`config.mk`:
```
export PLATFORM = sky130hd
export DESIGN_NAME = udp_cmd_decoder
export DESIGN_NICKNAME = d
export VERILOG_FILES = /design/src/rtl/udp_cmd_pkg.sv /design/src/rtl/udp_cmd_arg_timer.sv /design/src/rtl/udp_cmd_decoder.sv
export SDC_FILE = /design/constraint.sdc
export NUM_CORES = 1
export LEC_CHECK = 0
export ABC_AREA = 0
export CORE_ASPECT_RATIO = 0.6
export CORE_MARGIN = 2
export CORE_UTILIZATION = 52
export DETAILED_ROUTE_END_ITERATION = 16
export PLACE_DENSITY = 0.91
export SYNTH_ARGS = -nofsm -noshare
export SYNTH_HDL_FRONTEND = slang
export SYNTH_SLANG_ARGS = --single-unit
```
`constraint.sdc`:
```
create_clock -name clk -period 3.15 [get_ports clk]
set_clock_uncertainty 0.15 [all_clocks]
set_input_delay 0.315 -clock clk [delete_from_list [all_inputs] [get_ports clk]]
set_output_delay 0.315 -clock clk [all_outputs]
set_load 0.005 [all_outputs]
```
`src/rtl/udp_cmd_pkg.sv`:
```
// rtl/udp_cmd_pkg.sv - opcodes, FSM states and error codes for the UDP command decoder
package udp_cmd_pkg;

   // ASCII opcode words, compared against the full FIFO word with upper bits zero
   localparam logic [31:0] OP_SEND = 32'h73656E64;   // "send"
   localparam logic [31:0] OP_STOP = 32'h73746F70;   // "stop"
   localparam logic [31:0] OP_RSET = 32'h72736574;   // "rset"
   localparam logic [31:0] OP_WREG = 32'h77726567;   // "wreg"

   typedef enum logic [2:0] {
      IDLE,
      DECODE,
      ARG_ADDR,
      ARG_DATA,
      ERR
   } state_t;

   localparam logic [1:0] ERR_NONE    = 2'd0;
   localparam logic [1:0] ERR_UNKNOWN = 2'd1;
   localparam logic [1:0] ERR_TIMEOUT = 2'd2;

endpackage

```
`src/rtl/udp_cmd_arg_timer.sv`:
```
// rtl/udp_cmd_arg_timer.sv - clearable stall counter guarding argument-word waits
module udp_cmd_arg_timer #(
   parameter int TIMEOUT = 1024
) (
   input  logic clk,
   input  logic rst_n,
   input  logic clr,
   input  logic inc,
   output logic done
);

   // Counter only needs to reach TIMEOUT-1; done fires on the TIMEOUT-th stall cycle
   localparam int CW = (TIMEOUT < 2) ? 1 : $clog2(TIMEOUT);
   localparam logic [CW-1:0] LAST = CW'(TIMEOUT - 1);

   logic [CW-1:0] count;

   // Stall counter: clear wins over increment
   always_ff @(posedge clk or negedge rst_n) begin
      if (!rst_n) begin
         count <= '0;
      end else if (clr) begin
         count <= '0;
      end else if (inc) begin
         count <= count + CW'(1);
      end
   end

   // A zero TIMEOUT disables expiry entirely
   assign done = (TIMEOUT != 0) && inc && (count == LAST);

endmodule

```
`src/rtl/udp_cmd_decoder.sv`:
```
// rtl/udp_cmd_decoder.sv - decodes ASCII opcode words from the UDP receive FIFO
module udp_cmd_decoder
   import udp_cmd_pkg::*;
#(
   parameter int DATA_W  = 32,
   parameter int ADDR_W  = 16,
   parameter int TIMEOUT = 1024,
   parameter int CNT_W   = 16
) (
   input  logic              clk,
   input  logic              rst_n,
   input  logic              data_ready,
   input  logic [DATA_W-1:0] data,
   output logic              rd_en,
   output logic              send_adc_data,
   output logic              stop_adc_data,
   output logic              soft_rst,
   output logic              reg_wr_en,
   output logic [ADDR_W-1:0] reg_addr,
   output logic [DATA_W-1:0] reg_wr_data,
   output logic              cmd_err,
   output logic [1:0]        err_code,
   output logic [CNT_W-1:0]  cmd_count,
   output logic [CNT_W-1:0]  err_count,
   output logic              busy
);

   state_t            state;
   logic [DATA_W-1:0] opcode;
   logic [ADDR_W-1:0] addr_q;
   logic              arg_state;
   logic              stall;
   logic              timer_done;

   assign arg_state = (state == ARG_ADDR) || (state == ARG_DATA);
   assign stall     = arg_state && !data_ready;
   assign busy      = (state != IDLE);

   // Pop whenever a word is wanted and present; gated by reset so nothing is consumed mid-reset
   assign rd_en = rst_n && data_ready && ((state == IDLE) || arg_state);

   udp_cmd_arg_timer #(
      .TIMEOUT (TIMEOUT)
   ) u_arg_timer (
      .clk   (clk),
      .rst_n (rst_n),
      .clr   (!stall),
      .inc   (stall),
      .done  (timer_done)
   );

   // Command FSM with registered strobes, held register-write outputs and status counters
   always_ff @(posedge clk or negedge rst_n) begin
      if (!rst_n) begin
         state         <= IDLE;
         opcode        <= '0;
         addr_q        <= '0;
         send_adc_data <= 1'b0;
         stop_adc_data <= 1'b0;
         soft_rst      <= 1'b0;
         reg_wr_en     <= 1'b0;
         reg_addr      <= '0;
         reg_wr_data   <= '0;
         cmd_err       <= 1'b0;
         err_code      <= ERR_NONE;
         cmd_count     <= '0;
         err_count     <= '0;
      end else begin
         send_adc_data <= 1'b0;
         stop_adc_data <= 1'b0;
         soft_rst      <= 1'b0;
         reg_wr_en     <= 1'b0;
         cmd_err       <= 1'b0;
         case (state)
            IDLE: begin
               if (data_ready) begin
                  opcode <= data;
                  state  <= DECODE;
               end
            end
            DECODE: begin
               state <= IDLE;
               if (opcode == DATA_W'(OP_SEND)) begin
                  send_adc_data <= 1'b1;
                  cmd_count     <= cmd_count + CNT_W'(1);
               end else if (opcode == DATA_W'(OP_STOP)) begin
                  stop_adc_data <= 1'b1;
                  cmd_count     <= cmd_count + CNT_W'(1);
               end else if (opcode == DATA_W'(OP_RSET)) begin
                  soft_rst  <= 1'b1;
                  cmd_count <= cmd_count + CNT_W'(1);
               end else if (opcode == DATA_W'(OP_WREG)) begin
                  state <= ARG_ADDR;
               end else begin
                  cmd_err  <= 1'b1;
                  err_code <= ERR_UNKNOWN;
                  if (err_count != '1) err_count <= err_count + CNT_W'(1);
               end
            end
            ARG_ADDR: begin
               if (data_ready) begin
                  addr_q <= data[ADDR_W-1:0];
                  state  <= ARG_DATA;
               end else if (timer_done) begin
                  state <= ERR;
               end
            end
            ARG_DATA: begin
               if (data_ready) begin
                  reg_wr_en   <= 1'b1;
                  reg_addr    <= addr_q;
                  reg_wr_data <= data;
                  cmd_count   <= cmd_count + CNT_W'(1);
                  state       <= IDLE;
               end else if (timer_done) begin
                  state <= ERR;
               end
            end
            ERR: begin
               cmd_err  <= 1'b1;
               err_code <= ERR_TIMEOUT;
               if (err_count != '1) err_count <= err_count + CNT_W'(1);
               state    <= IDLE;
            end
            default: state <= IDLE;
         endcase
      end
   end

endmodule

```
==> results of run 1 <==
[final cells by class]
type	instances	area (um^2)
clock buffer	22	484.2
timing repair buffer	132	1303
fill	791	3197
inverter	7	26.28
multi-input combinational	403	2464
sequential	148	3704
tap	160	200.2
clock inverter	10	146.4
[timing repair]
action	CTS	global route
resized for setup	0	1
endpoints found under the setup margin	0	2
endpoints found under the hold margin	28	0
hold buffers	1	0
[report_power, final]
part	total [W]	switching (W)	internal, W
registers	0.00265	0.000322	0.00233
clock network	0.00215	0.000808	0.00134
logic	0.00125	0.000460	0.000789
total	0.00604	0.00159	0.00445
[cell usage after synthesis (all sizes together), types with 5 or more instances]
master / n / share of area (%)
nand2: 172 / 10
dfrtp: 148 / 59
mux2: 51 / 9.2
nor2: 28 / 1.7
xor2: 17 / 2.4
clkbuf: 16 / 0.96
xnor2: 16 / 2.2
nand4: 15 / 1.5
nand3: 14 / 1.1
nor3: 13 / 1.0
and3: 7 / 0.70
inv: 7 / 0.42
and4b: 6 / 0.96
nor3b: 6 / 0.72
nor4: 6 / 0.70
or3: 6 / 0.60
or4: 5 / 0.66
[placed cells by master, fill, tap and decap left out, types with 6 or more instances in the layout]
| master | instances |
|---|---|
| sky130_fd_sc_hd__nand2_1 | 172 |
| sky130_fd_sc_hd__mux2_2 | 50 |
| sky130_fd_sc_hd__nor3_1 | 12 |
| sky130_fd_sc_hd__nand3_1 | 14 |
| sky130_fd_sc_hd__inv_1 | 7 |
| sky130_fd_sc_hd__xnor2_1 | 16 |
| sky130_fd_sc_hd__and4b_1 | 6 |
| sky130_fd_sc_hd__clkbuf_16 | 17 |
| sky130_fd_sc_hd__or3_1 | 6 |
| sky130_fd_sc_hd__nand4_1 | 15 |
| sky130_fd_sc_hd__xor2_1 | 17 |
| sky130_fd_sc_hd__dfrtp_1 | 148 |
| sky130_fd_sc_hd__nor2_1 | 28 |
| sky130_fd_sc_hd__and3_1 | 7 |
| sky130_fd_sc_hd__clkdlybuf4s50_1 | 122 |
| sky130_fd_sc_hd__buf_4 | 8 |
[worst max-delay path by stage]
| stage | slack (ns) | start | to | cells past startpoint |
|---|---|---|---|---|
| final | 0.32 | state[0] | err_count[1] | 5 |
| after global routing | 0.10 | opcode[15] | err_count[13] | 6 |
| after CTS | 0.27 | opcode[15] | err_count[1] | 6 |
| after detailed placement | 0.34 | opcode[0] | err_count[1] | 6 |
| after global placement | 0.44 | state[0] | err_count[1] | 5 |
| after floorplan | 0.85 | opcode[0] | err_count[1] | 6 |
[per-layer routing]
| layer | part of all wire [%] | routed length, um |
|---|---|---|
| met2 | 47 | 7402 |
| met5 | 0 | 0 |
| met1 | 43 | 6861 |
| met3 | 8.0 | 1266 |
| met4 | 2.1 | 338 |
[kinds of logic (layout without fill, tap and decap cells)]
family                     Yosys count  count (layout)  share of synthesized area (%)
muxes                               52              52                          9.383
DFF                                148             148                          59.09
xor gates and xnor gates            33              33                          4.612
AOI/OAI and AO/OA                   17              17                          1.777
buffers and inverters               27             171                          1.777
adders and majority gates            3               3                         0.5990
and+or+nand+nor                    298             298                          22.76
[per-stage QoR]
stage / utilization [%] / instance area (um^2) / hold WS (ns)
after CTS: 72.25 / 8325 / 0.1537
after floorplan: - / 6267 / -0.1306
final: 72.26 / 8327 / 0.1642
after global routing: 72.26 / 8327 / 0.1808
after detailed placement: 66.69 / 7685 / 0.02535
after global placement: 66.69 / 7685 / 0.01992
[critical path: stages, from the launching register on]
cell	delay, ns
sky130_fd_sc_hd__dfrtp_1	0.48
sky130_fd_sc_hd__inv_1	0.14
sky130_fd_sc_hd__or3_1	0.45
sky130_fd_sc_hd__o31ai_2	0.86
sky130_fd_sc_hd__and2_4	0.33
sky130_fd_sc_hd__mux2_4	0.29
[sequential cells by signal (all words and copies together) (netlist names)]
name,count
soft_rst,1
cmd_count,16
reg_addr,16
addr_q,16
opcode,32
reg_wr_en,1
err_code,2
send_adc_data,1
reg_wr_data,32
stop_adc_data,1
cmd_err,1
err_count,16
state,3
u_arg_timer.count,10
==> results.cfg, run 1 <==
[outcome]
status = completed

[grt]
first_pass_grt_wire_length_um = 25670
grtUsageTotal_pct = 25.65
antenna_found_initial = 0
grtUsageMet2_pct = 41.98
groute.layer.met3.usage_pct = 6.735
grt_pass1_vias = 4957
busiest_layer = met2
global_route.usage.met1_pct = 33.70
grt_start_max_net_pins = 92
grt_residual_overflow = 0

[cts]
cts_tree = done
ctsHtreeMaxLevel = 4
cts-buffers-inserted = 17
cts.sinks = 148
clk-insertion-delay-late_ns = 0.42
clock_path_buffers = 2
cts_root_buffer = sky130_fd_sc_hd__clkbuf_16
cts_post_setup_buffers_inserted = 0
clk_transition_reported_paths_ns = 0.06

[synthesis]
part_of_the_yosys_area_used_for_sequential_elements_pct = 59.09
synthesized_nets = 616
synthDistinctLibCells = 49
yosys_most_used_dff = sky130_fd_sc_hd__dfrtp_1
syn_area_um2 = 6267
syn_avg_cell_area_um2 = 10.84
postSynthCellCount = 578
yosys_warnings = 0
asyncSetResetFlopFracSynth_pct = 100.0
synth_enable_flop_cells = 0
yosys_register_bits = 148

[setup_path]
ff2ff_path_depth = 5
timing.critical_path.fanout_max = 16
endpoint_kind = flip-flop
setup.worst_path.class = reg2reg
r2r_slack_ns = 0.32
critPathArrivalTime_ns = 2.99
reg2reg_from = state[0]
worstReg2RegEnd = err_count[1]
worst_setup_path_start_kind = flip-flop
worstPathRequired_ns = 3.31

[timing]
totalNegativeSetupSlack_ns = 0
grt_setup_unrepaired = no
relSlewSlack_pct = 26.94
timing.fmax_mhz = 353.4
fin_crit_ns = 2.830
report.final.slew_viol_count = 0
final_hold_viol_count = 0
worst-slew-pin-transition_ns = 1.096
post-route-worst-setup-slack_ns = 0.3202
post-route-period-util_pct = 89.83
final_setup_violation_count = 0

[drt]
dr.pass1.iters = 5
detailedRoute.firstIterationViolations = 382
wirelength_um = 15870
via_to_cell_ratio = 5.644
vias = 4978
drc_errors = 0
routed_wire_length_per_instance_um = 17.99
postRouteAntennaNets = 0

[floorplanning]
die_h_um = 89.04
core_region_area_um2 = 11520
floorplan.io_pins = 124
dieWidth_um = 145.7
num_rows = 30
total_die_area_um2 = 12980
starting_utilization_of_the_core_area_pct = 54.39

[placed_design]
gp_congestion = 0.8877
place.detailed.instances = 849
pre_cts_ws_ns = 0.3431
dp_hpwl_um = 10760
placement.io_buffers = 123

[power]
leakage_nw = 3.707
power_per_standard_cell_area_nw_per_um2 = 725.7
fin_total_pwr_w = 0.006042
power.ir.vdd_worst_uv = 483.0

[final_layout]
antenna_cells_inserted = 0
nets = 747
final-instance-count-excl-fill = 882
share_of_cells_above_drive_strength_1_pct = 13.71
area_growth_syn_to_layout_pct = 32.86

[hold_path]
path_category_of_the_worst_min_delay_check = in2async

[job]
max-cap-violations = 0
Note: power is estimated with default switching activity, not from simulation.
==> run 2: changes to the inputs <==
--- a/config.mk
+++ b/config.mk
@@ -7,8 +7,9 @@
 export LEC_CHECK = 0
 export ABC_AREA = 0
 export CORE_ASPECT_RATIO = 0.6
-export CORE_MARGIN = 2
+export CORE_MARGIN = 1
 export CORE_UTILIZATION = 52
+export CTS_CLUSTER_SIZE = 30
 export DETAILED_ROUTE_END_ITERATION = 16
 export PLACE_DENSITY = 0.91
 export SYNTH_ARGS = -nofsm -noshare
==> results.cfg, run 2 (synthesis results as in run 1) <==
[timing]
report.final.slew_viol_count = 0
fin_crit_ns = 3.032
final_setup_violation_count = 0
post-route-period-util_pct = 96.26
holdWs_ns = 0.1913
relSlewSlack_pct = 32.71
grt_setup_unrepaired = no
final_hold_viol_count = 0
totalNegativeSetupSlack_ns = 0
worst-slew-pin-transition_ns = 1.003
timing.fmax_mhz = 329.8

[cts]
clk-insertion-delay-late_ns = 0.42
cts.sinks = 148
cts_post_setup_buffers_inserted = 0
clk_transition_reported_paths_ns = 0.06
clock_path_buffers = 2
cts_root_buffer = sky130_fd_sc_hd__clkbuf_16
cts_tree = done
post_cts_resize_count = 0
cts-buffers-inserted = 17
ctsHtreeMaxLevel = 4

[grt]
grt_residual_overflow = 0
first_pass_grt_wire_length_um = 26440
antenna_found_initial = 0
grtUsageTotal_pct = 28.06
grt_start_max_net_pins = 70
grt_pass1_vias = 5048

[final_layout]
area_of_the_multi_input_gates_um2 = 2462
largest_registers = opcode (32), reg_wr_data (32)
share_of_cells_above_drive_strength_1_pct = 13.59
mostFrequentLayoutCell = sky130_fd_sc_hd__nand2_1
layout.filler_cells = 786
final-instance-count-excl-fill = 881
nets = 747
area_growth_syn_to_layout_pct = 33.04
mostFrequentLayoutCells = sky130_fd_sc_hd__nand2_1, sky130_fd_sc_hd__dfrtp_1, sky130_fd_sc_hd__clkdlybuf4s50_1, sky130_fd_sc_hd__mux2_2, sky130_fd_sc_hd__nor2_1
seq_area_um2 = 3704
antenna_cells_inserted = 0

[outcome]
status = completed

[floorplanning]
dieWidth_um = 143.7
starting_utilization_of_the_core_area_pct = 54.39
core_region_area_um2 = 11520
die_h_um = 87.04
num_rows = 30
floorplan.io_pins = 124
total_die_area_um2 = 12510

[setup_path]
worstPathRequired_ns = 3.30
worst_setup_path_start_kind = flip-flop
timing.critical_path.buf_inv = 0
critical-path-max-stage-delay_ns = 0.76
critPathTopFamily = compound AO/OA/AOI/OAI gates
crit_slowest_cell = sky130_fd_sc_hd__a2111oi_0
critPathArrivalTime_ns = 3.18
endpoint_kind = flip-flop
setup.worst_path.class = reg2reg
crit_chain = nor4bb_1, nand4_1, a2111oi_0, o31ai_2, nand4_1, mux2_2
reg2reg_from = opcode[15]
timing.critical_path.fanout_max = 16
timing.critical_path.mode_cell = sky130_fd_sc_hd__nand4_1
critPathLaunch = opcode[15]

[drt]
detailedRoute.firstIterationViolations = 362
routed_wire_length_per_instance_um = 18.54
dr.pass1.iters = 5
vias = 4963
via_to_cell_ratio = 5.633
postRouteAntennaNets = 0
wirelength_um = 16340
drc_errors = 0

[power]
power_per_standard_cell_area_nw_per_um2 = 725.2
power.ir.vdd_worst_uv = 424.8
leakage_nw = 3.707

[placed_design]
place.detailed.instances = 849
gp_congestion = 0.9259
dp_hpwl_um = 11190
placement.io_buffers = 123

[hold_path]
path_category_of_the_worst_min_delay_check = in2async

[job]
max-cap-violations = 0
run 2: changes by cell type in the layout (fill, tap and decap cells not counted), sizes merged:
cell      previous run  this run
inv                  8         7
clkinvlp             1         2
clkinv               5         2
clkbuf              22        24
run 2: timing repair:
item | CTS | global route
hold buffers | 1 | 0
setup endpoints to repair | 0 | 0
hold endpoints to repair | 29 | 0
run 2: final cells by class:
cell class | count | area share, %
Timing Repair Buffer | 132 | 15.77
Tap cell | 160 | 2.401
Inverter | 7 | 0.3151
Sequential cell | 148 | 44.42
Multi-Input combinational cell | 403 | 29.53
Clock inverter | 7 | 1.426
Clock buffer | 24 | 6.137
run 2: layer usage:
layer	up-vias	global-route usage [%]	share of wire, %
li1	2222	-	-
met1	2486	38.73	45
met2	224	43.95	46
met3	31	6.652	6.7
met4	0	9.574	1.7
met5	-	0	0
run 2: power by group:
| group | switching [W] | internal (W) | leakage (nW) | total (W) |
|---|---|---|---|---|
| Sequential | 0.000328 | 0.00233 | 1.86 | 0.00265 |
| Clock | 0.000777 | 0.00137 | 0.305 | 0.00215 |
| Combinational | 0.000456 | 0.000789 | 1.54 | 0.00125 |
run 2: path summary, 6_finish.rpt:
path | to | slack, ns | cells past startpoint
min reg2reg | reg_addr[7] | 0.32 | 2
min | cmd_count[15] | 0.19 | 2
max in group asynchronous | opcode[19] | 1.52 | 3
max reg2reg | err_count[13] | 0.12 | 6
min in group clk | reg_addr[7] | 0.32 | 2
max | err_count[13] | 0.12 | 6
run 2: metrics by stage:
stage | util (%) | setup slack (ns) | power [W] | area [um^2]
3_5_place_dp | 66.80 | 0.1392 | 0.003907 | 7697
5_1_grt | 72.36 | 0.04165 | 0.006315 | 8338
2_1_floorplan | - | 0.8478 | 0.003062 | 6267
3_3_place_gp | 66.80 | 0.4452 | 0.003821 | 7697
4_1_cts | 72.36 | 0.1662 | 0.006069 | 8338
6_report | 72.36 | 0.1180 | 0.006047 | 8338
run 2: worst register-to-register path: stages, from the launching register on:
cell and delay [ns]:
sky130_fd_sc_hd__dfrtp_1 0.41, sky130_fd_sc_hd__nor4bb_1 0.42, sky130_fd_sc_hd__nand4_1 0.27, sky130_fd_sc_hd__a2111oi_0 0.76, sky130_fd_sc_hd__o31ai_2 0.35, sky130_fd_sc_hd__nand4_1 0.21
sky130_fd_sc_hd__mux2_2 0.35
==> run 3: changes to the inputs <==
--- a/config.mk
+++ b/config.mk
@@ -6,6 +6,7 @@
 export NUM_CORES = 1
 export LEC_CHECK = 0
 export ABC_AREA = 0
+export CAP_MARGIN = 10
 export CORE_ASPECT_RATIO = 0.6
 export CORE_MARGIN = 1
 export CORE_UTILIZATION = 52
==> constraint.sdc (replaced) <==
create_clock -name clk -period 2.9 [get_ports clk]
set_clock_uncertainty 0.15 [all_clocks]
set_input_delay 0.29 -clock clk [delete_from_list [all_inputs] [get_ports clk]]
set_output_delay 0.29 -clock clk [all_outputs]
set_load 0.005 [all_outputs]
==> results.cfg, run 3 (synthesis results as in run 1) <==
[drt]
postRouteAntennaNets = 0
detailedRoute.firstIterationViolations = 260
vias = 4992
dr.pass1.iters = 7
routed_wire_length_per_instance_um = 18.05
wirelength_um = 16010
via_to_cell_ratio = 5.628
drc_errors = 0

[setup_path]
critPathArrivalTime_ns = 2.95
setup.worst_path.class = reg2reg
endpoint_kind = flip-flop
timing.critical_path.fanout_max = 16
ff2ff_path_depth = 7
worst_setup_path_start_kind = flip-flop
worstPathRequired_ns = 3.06

[final_layout]
mostFrequentLayoutCells = sky130_fd_sc_hd__nand2_1, sky130_fd_sc_hd__dfrtp_1, sky130_fd_sc_hd__clkdlybuf4s50_1, sky130_fd_sc_hd__mux2_2, sky130_fd_sc_hd__nor2_1
largest_registers = opcode (32), reg_wr_data (32)
layout.cell_area.non_filler_um2 = 8399
antenna_cells_inserted = 0
area_growth_syn_to_layout_pct = 34.02
mostFrequentLayoutCell = sky130_fd_sc_hd__nand2_1
nets = 753
share_of_cells_above_drive_strength_1_pct = 14.31

[floorplanning]
starting_utilization_of_the_core_area_pct = 54.39
core_region_area_um2 = 11520
floorplan.io_pins = 124
total_die_area_um2 = 12510
num_rows = 30
die_h_um = 87.04
dieWidth_um = 143.7

[job]
max-cap-violations = 0

[placed_design]
placement.io_buffers = 123
dp_hpwl_um = 11190
post_dp_cell_area_um2 = 7730
pre_cts_ws_ns = 0.07260
gp_congestion = 0.9407

[power]
leakage_nw = 3.732
power.ir.vdd_worst_uv = 467.1
power_per_standard_cell_area_nw_per_um2 = 792.6

[timing]
final_setup_violation_count = 0
totalNegativeSetupSlack_ns = 0
worst-slew-pin-transition_ns = 0.8181
report.final.slew_viol_count = 0
timing.fmax_mhz = 358.3
post-route-period-util_pct = 96.25
fin_crit_ns = 2.791
final_hold_viol_count = 0
post-route-worst-setup-slack_ns = 0.1088
relSlewSlack_pct = 45.13
grt_setup_unrepaired = no

[cts]
clk-insertion-delay-late_ns = 0.42
cts_post_setup_buffers_inserted = 0
clk_transition_reported_paths_ns = 0.06
clock_path_buffers = 2
cts_tree = done
cts.sinks = 148
cts-buffers-inserted = 17
ctsHtreeMaxLevel = 4
cts_root_buffer = sky130_fd_sc_hd__clkbuf_16

[grt]
grt_residual_overflow = 0
grt_pass1_vias = 5035
antenna_found_initial = 0
grtUsageTotal_pct = 27.38
grt_start_max_net_pins = 64
first_pass_grt_wire_length_um = 25490

[outcome]
status = completed

[hold_path]
path_category_of_the_worst_min_delay_check = in2async
run 3: cell types whose count changed in the layout (fill, tap and decap cells not counted), sizes merged:
cell / before / now
clkbuf: 24 / 20
buf: 9 / 15
bufinv: 3 / 5
clkinv: 2 / 1
inv: 7 / 9
clkinvlp: 2 / 3
run 3: path summary, 6_finish.rpt:
check                                      from              end  slack (ns)
worst min-delay path                      rst_n     cmd_count[6]        0.23
worst min register to register  reg_wr_data[11]  reg_wr_data[11]        0.32
worst max-delay path                  opcode[0]    err_count[13]        0.11
min in group clk                       data[18]  reg_wr_data[18]        0.28
max in group asynchronous                 rst_n   reg_wr_data[1]        1.24
worst max register to register        opcode[0]    err_count[13]        0.11
run 3: what timing repair did:
action	CTS	global route
hold buffers	1	0
setup endpoints to repair	1	0
resized for setup	1	0
endpoints found under the hold margin	48	0
run 3: area by class of cell:
| cell class | instances | area [um^2] |
|---|---|---|
| flip-flops and latches | 148 | 3704 |
| fillers | 764 | 3124 |
| multi-input cells | 403 | 2476 |
| repair buffers | 138 | 1348 |
| clock buffers | 20 | 446.7 |
| well taps | 160 | 200.2 |
| clock inverters | 11 | 198.9 |
| inverters | 7 | 26.28 |
run 3: critical path: stages, from the launching register on:
cell and delay, ns:
sky130_fd_sc_hd__dfrtp_1 0.40, sky130_fd_sc_hd__nor3_1 0.47, sky130_fd_sc_hd__nand4b_1 0.24, sky130_fd_sc_hd__a2111oi_0 0.55, sky130_fd_sc_hd__buf_4 0.22, sky130_fd_sc_hd__o31ai_4 0.13, sky130_fd_sc_hd__nand4_1 0.17, sky130_fd_sc_hd__mux2_2 0.34
run 3: report_power, final:
| group | leakage, nW | internal, W | switching [W] | total, W |
|---|---|---|---|---|
| clock network | 0.303 | 0.00155 | 0.000863 | 0.00241 |
| logic | 1.57 | 0.000862 | 0.000507 | 0.00137 |
| registers | 1.86 | 0.00253 | 0.000346 | 0.00287 |
| total | 3.73 | 0.00494 | 0.00172 | 0.00666 |
run 3: metal layers:
| metal | vias to the layer above | GRT usage, % | routed length, um |
|---|---|---|---|
| li1 | 2235 | - | - |
| met1 | 2484 | 35.31 | 6890 |
| met2 | 232 | 44.04 | 7482 |
| met3 | 41 | 7.257 | 1270 |
| met4 | 0 | 11.99 | 364 |
| met5 | - | 0 | 0 |
run 3: through the flow:
stage	utilization, %	power [W]	hold WS [ns]	std cells
floorplan	-	0.003326	-0.1556	578
global placement	67.08	0.004157	0.09822	855
detailed placement	67.08	0.004255	0.1102	855
CTS	72.84	0.006668	0.2458	887
global route	72.89	0.006933	0.2767	887
finish	72.89	0.006657	0.2333	887
